File: config.mk
export PLATFORM = sky130hd
export DESIGN_NAME = ls_data_gen
export DESIGN_NICKNAME = d
export VERILOG_FILES = /design/src/rtl/ls_data_gen.sv
export SDC_FILE = /design/constraint.sdc
export NUM_CORES = 1
export LEC_CHECK = 0
export ABC_AREA = 1
export BUFFER_PORTS_ARGS = -buffer_cell sky130_fd_sc_hd__buf_2
export CORE_MARGIN = 2
export CORE_UTILIZATION = 54
export DETAILED_ROUTE_END_ITERATION = 7
export GPL_TIMING_DRIVEN = 0
export PLACE_DENSITY = 0.81
export SETUP_SLACK_MARGIN = 0.02
export SLEW_MARGIN = 5
export SYNTH_ARGS = -nofsm -noshare
export SYNTH_HDL_FRONTEND = slang
export SYNTH_SLANG_ARGS = --single-unit
export TNS_END_PERCENT = 1
File: constraint.sdc
create_clock -name CLK -period 3.4 [get_ports CLK]
set_input_delay 0.34 -clock CLK [delete_from_list [all_inputs] [get_ports CLK]]
set_output_delay 0.34 -clock CLK [all_outputs]
set_load 0.005 [all_outputs]
File: src/rtl/ls_data_gen.sv
// Pattern source for test-chip characterisation: drives a pattern bit to the chip
// and a copy delayed by the chip latency for the downstream error counter.
module ls_data_gen (
  input  logic        CLK,
  input  logic        RST,
  input  logic        EN,
  input  logic [1:0]  MODE,
  input  logic [3:0]  LAT,
  output logic        DIN_CHIP,
  output logic        DATA,
  output logic        CMP_VALID,
  output logic [15:0] BIT_CNT
);

  typedef enum logic [1:0] {
    IDLE = 2'd0,
    FILL = 2'd1,
    RUN  = 2'd2
  } state_t;

  localparam logic [6:0] PRBS_SEED = 7'h7F;

  state_t      state;
  state_t      state_nxt;
  logic        start;
  logic        advance;
  logic        stop;

  logic [1:0]  mode_q;
  logic [3:0]  lat_q;
  logic [3:0]  fill_cnt;
  logic [6:0]  lfsr;
  logic        alt;
  logic [15:0] dly;
  logic [15:0] bit_cnt;

  function automatic logic [6:0] lfsr_step(input logic [6:0] l);
    return {l[5:0], l[6] ^ l[5]};
  endfunction

  function automatic logic pat_bit(input logic [1:0] m, input logic a, input logic [6:0] l);
    logic b;
    case (m)
      2'b00:   b = 1'b0;
      2'b01:   b = 1'b1;
      2'b10:   b = a;
      default: b = l[6];
    endcase
    return b;
  endfunction

  always_ff @(posedge CLK) begin
    if (RST) state <= IDLE;
    else     state <= state_nxt;
  end

  always_comb begin
    state_nxt = state;
    start     = 1'b0;
    advance   = 1'b0;
    stop      = 1'b0;
    case (state)
      IDLE: begin
        if (EN) begin
          start     = 1'b1;
          state_nxt = (LAT == 4'd0) ? RUN : FILL;
        end
      end
      FILL: begin
        if (!EN) begin
          stop      = 1'b1;
          state_nxt = IDLE;
        end else begin
          advance = 1'b1;
          if (fill_cnt == 4'd0) state_nxt = RUN;
        end
      end
      RUN: begin
        if (!EN) begin
          stop      = 1'b1;
          state_nxt = IDLE;
        end else begin
          advance = 1'b1;
        end
      end
      default: state_nxt = IDLE;
    endcase
  end

  // dly[0] is the bit currently on DIN_CHIP; dly[i] is what it was i cycles ago.
  // The generator registers (lfsr, alt) always hold the state for the NEXT bit.
  always_ff @(posedge CLK) begin
    if (RST) begin
      mode_q   <= 2'd0;
      lat_q    <= 4'd0;
      fill_cnt <= 4'd0;
      lfsr     <= PRBS_SEED;
      alt      <= 1'b0;
      dly      <= 16'd0;
      bit_cnt  <= 16'd0;
    end else begin
      if (start) begin
        mode_q   <= MODE;
        lat_q    <= LAT;
        fill_cnt <= LAT - 4'd1;
        lfsr     <= lfsr_step(PRBS_SEED);
        alt      <= 1'b1;
        dly      <= {dly[14:0], pat_bit(MODE, 1'b0, PRBS_SEED)};
        bit_cnt  <= 16'd0;
      end else if (advance) begin
        dly  <= {dly[14:0], pat_bit(mode_q, alt, lfsr)};
        lfsr <= lfsr_step(lfsr);
        alt  <= ~alt;
        if (state == FILL) fill_cnt <= fill_cnt - 4'd1;
      end else if (stop) begin
        dly  <= 16'd0;
        lfsr <= PRBS_SEED;
        alt  <= 1'b0;
      end
      if (state == RUN && bit_cnt != 16'hFFFF) bit_cnt <= bit_cnt + 16'd1;
    end
  end

  assign DIN_CHIP  = dly[0];
  assign DATA      = dly[lat_q];
  assign CMP_VALID = (state == RUN);
  assign BIT_CNT   = bit_cnt;

endmodule

==> flow_metrics.py <==
metrics = {
    "run_status": {
        "outcome": "finished clean",
    },
    "synth": {
        "synth_nets": 396,
        "synthAdderAreaFrac_pct": 2.39,
        "synth_cell_types": 30,
        "yosysMostFrequentCell": "nand2_1",
        "synthFlopType": "dfxtp_1",
        "yosys_warnings": 0,
        "synth-simple-area-share_pct": 27.5,
        "synthMuxAreaShare_pct": 0,
        "yosys.area_share.xor_xnor_pct": 2.34,
        "synthTopCellsByCount": "nand2_1 (88), dfxtp_1 (52), a21oi_1 (39)",
        "async_flop_share_pct": 0,
        "synth_cells": 382,
        "ys_seq_elements": 52,
        "synth_compound_area_share_pct": 19.8,
        "yosysTopAreaCell": "dfxtp_1",
        "synth_top_family_by_area": "simple AND/OR/NAND/NOR gates",
        "ys_seq_area_share_pct": 39.7,
        "netlist_area_um2": 2620,
        "synth_area_leaders": "dfxtp_1 (40%), nand2_1 (13%), a21oi_1 (7.4%), o21ai_0 (6.3%), nand3_1 (6.1%)",
        "avgSynthCellArea_um2": 6.87,
        "synth_edf_count": 0,
        "yosysTopAreaCellShare_pct": 39.7,
    },
    "placed_design": {
        "dp_hpwl_mm": 4.49,
        "place_area_um2": 2830,
        "dp_cells": 463,
        "dpl_worst_slack_ps": 1420,
        "port-buffer-count": 27,
        "gp_congestion": 0.883,
    },
    "layout": {
        "fin_util_pct": 62.1,
        "n_fill_cell": 445,
        "final_nets": 430,
        "drive_above_1_share_pct": 12.9,
        "finalNonFillerCells": 471,
        "antenna_cells": 0,
        "fin_area_um2": 2910,
        "area_growth_pct": 11.1,
    },
    "floorplanning": {
        "coreArea_um2": 4690,
        "die_y_um": 73.7,
        "start_util_pct": 55.9,
        "dieWidth_um": 73.7,
        "pin_count": 28,
        "die_area_um2": 5430,
        "rows": 25,
    },
    "routing": {
        "wl_per_cell_um": 13.1,
        "via_count": 2620,
        "ant_nets": 0,
        "vias_per_cell": 5.56,
        "drt-initial-drc-count": 270,
        "dr.pass1.iters": 4,
        "wl_mm": 6.16,
        "drc": 0,
    },
    "sta": {
        "layout_setup_ws_ps": 1310,
        "final.setup.tns_ps": 0,
        "grt_setup_unrepaired": "false",
        "finalHoldViolCount": 0,
        "slew_violations": 0,
        "period_needed_ps": 2090,
        "fin_worst_skew_ps": 4.67,
        "slew_headroom_pct": 66.8,
        "post-route-period-util_pct": 61.4,
        "setup_violations": 0,
        "worstMarginPinSlew_ps": 495,
        "max_freq_mhz": 479,
    },
    "cts": {
        "post_cts_buffers": 0,
        "cts.hold.buffers_added": 0,
        "clockRootBuffer": "clkbuf_8",
        "clk_pin_slew_ps": 90,
        "cts-resized-gates": 0,
        "numCtsBuffers": 5,
        "insertion_delay_ps": 310,
        "htree_levels": 2,
        "cts_buffer_depth": 2,
        "cts_sinks": 52,
        "cts_tree": "built",
    },
    "pwr": {
        "p_clk_share_pct": 19.9,
        "p_leak_nw": 1.18,
        "seqPwrFrac_pct": 40.2,
        "irDropWorstVdd_mv": 0.419,
        "p_int_mw": 1.05,
        "p_switching_mw": 0.756,
        "combPwrFrac_pct": 39.8,
        "powerDensity_nw_per_um2": 621,
        "swShare_pct": 41.8,
    },
    "worst_hold_path": {
        "hp-start": "MODE[1]",
        "hold_path_end": "mode_q[1]$_SDFFE_PP0N_",
        "hold_path.class": "in2reg",
        "hold_path_depth": 3,
    },
    "setup_path": {
        "cp.required_ps": 3060,
        "r2r-start": "state[0]$_SDFFE_PP0P_",
        "crit_chain": "clkbuf_1, inv_1, nor2_1, nor2_1, o21ai_0, o211ai_1, nand3_1, nand2_1, buf_2",
        "r2r-end": "fill_cnt[2]$_SDFFE_PP0P_",
        "crit_slowest_cell": "dfxtp_1",
        "endpoint_kind": "output port",
        "worstSetupPathType": "reg2out",
        "reg2reg_depth": 12,
        "path_max_fanout": 9,
        "cp_data_arrival_time_ps": 1750,
        "regToRegSetupSlack_ps": 1400,
        "crit_buf_inv": 3,
        "cp_common_cell": "nor2_1",
        "critPathLaunchType": "flip-flop",
        "cp_top_family": "buffers and inverters",
        "cpPeakStageDelay_ps": 320,
    },
    "grt": {
        "use_met2_pct": 38.1,
        "grt_pass1_vias": 2348,
        "grt_pass1_wl_mm": 10.3,
        "grt-ovfl-total": 0,
        "grt_max_degree": 17,
        "grt_usage_pct": 24.2,
        "busiest_layer": "met2",
        "met3_usage_pct": 5.76,
        "grt_antenna_before_repair": 0,
        "grt_use_met1_pct": 31.6,
    },
    "flow_run": {
        "drv_cap": 0,
    },
}
==> worst register-to-register path, stage by stage (launching register included) <==
cell     delay, ps
dfxtp_1        360
inv_1           70
ha_1           220
nand2_1        190
inv_2          110
nand2_1        140
nand2_1         90
inv_1           70
ha_1           150
inv_1           50
or2_2          280
nand3_1         70
a21oi_1         70
==> power by group through the flow <==
stage	registers, mW	clock network, mW	logic, mW
global placement	0.739	0	0.695
CTS	0.727	0.366	0.718
global route	0.736	0.389	0.822
detailed placement	0.742	0	0.715
finish	0.728	0.361	0.720
floorplan	0.731	0	0.530
==> final cells by class <==
class                   instances  area (um^2)  area share (%)
multi-input cells             277         1360            46.8
flip-flops and latches         52         1040            35.7
inverters                      38          143            4.89
repair buffers                 27          135            4.64
plain buffers                  15         75.1            2.58
clock buffers                   6         72.6            2.49
well taps                      54         67.6            2.32
clock inverters                 2         16.3           0.558
==> cells by family after synthesis <==
family,after synthesis
XOR/XNOR,7
adder cells (fa/ha/maj),5
buffers and inverters,53
AO/OA/AOI/OAI,95
flip-flops,52
AND/OR/NAND/NOR,170
==> worst max path at each step <==
| stage | from | endpoint | slack, ps | cells past startpoint |
|---|---|---|---|---|
| floorplan | state[0]$_SDFFE_PP0P_ | fill_cnt[2]$_SDFFE_PP0P_ | 1710 | 12 |
| global placement | state[0]$_SDFFE_PP0P_ | dly[9]$_SDFFE_PP0P_ | 1510 | 8 |
| detailed placement | state[0]$_SDFFE_PP0P_ | fill_cnt[2]$_SDFFE_PP0P_ | 1420 | 12 |
| CTS | lat_q[0]$_SDFFE_PP0N_ | DATA | 1310 | 9 |
| global route | lat_q[0]$_SDFFE_PP0N_ | DATA | 1100 | 7 |
| finish | lat_q[0]$_SDFFE_PP0N_ | DATA | 1310 | 9 |
==> registers in the layout (all words and copies together), names as in the netlist <==
| register | flops |
|---|---|
| dly | 16 |
| fill_cnt | 4 |
| mode_q | 2 |
| state | 2 |
| alt | 1 |
| BIT_CNT | 16 |
| lfsr | 7 |
| lat_q | 4 |
==> through the flow <==
step	hold WS, ps	total power, mW
after global routing	326	1.95
after global placement	450	1.43
after floorplan	441	1.26
after detailed placement	460	1.46
after CTS	287	1.81
final	306	1.81
==> per-layer routing <==
| metal | wire, um | share of wire (%) |
|---|---|---|
| met5 | 0 | 0 |
| met1 | 2800 | 45 |
| met2 | 2820 | 46 |
| met4 | 154 | 2.5 |
| met3 | 380 | 6.2 |
==> placed cells by master, fill, tap and decap left out, types with 2 or more instances in the layout <==
cell type / n
xnor2_1: 3
xor2_1: 4
nor3_1: 2
o21ai_1: 5
ha_1: 5
dfxtp_1: 52
o21ai_0: 33
o211ai_1: 4
inv_1: 37
nor2_2: 2
nand2_2: 3
buf_2: 35
nor2_4: 2
clkbuf_1: 6
nand4_1: 3
nor2_1: 36
nand3_1: 32
o22ai_1: 9
a21oi_1: 39
clkbuf_8: 5
nand2_1: 88
No activity file was read; power rests on OpenSTA's default activity.
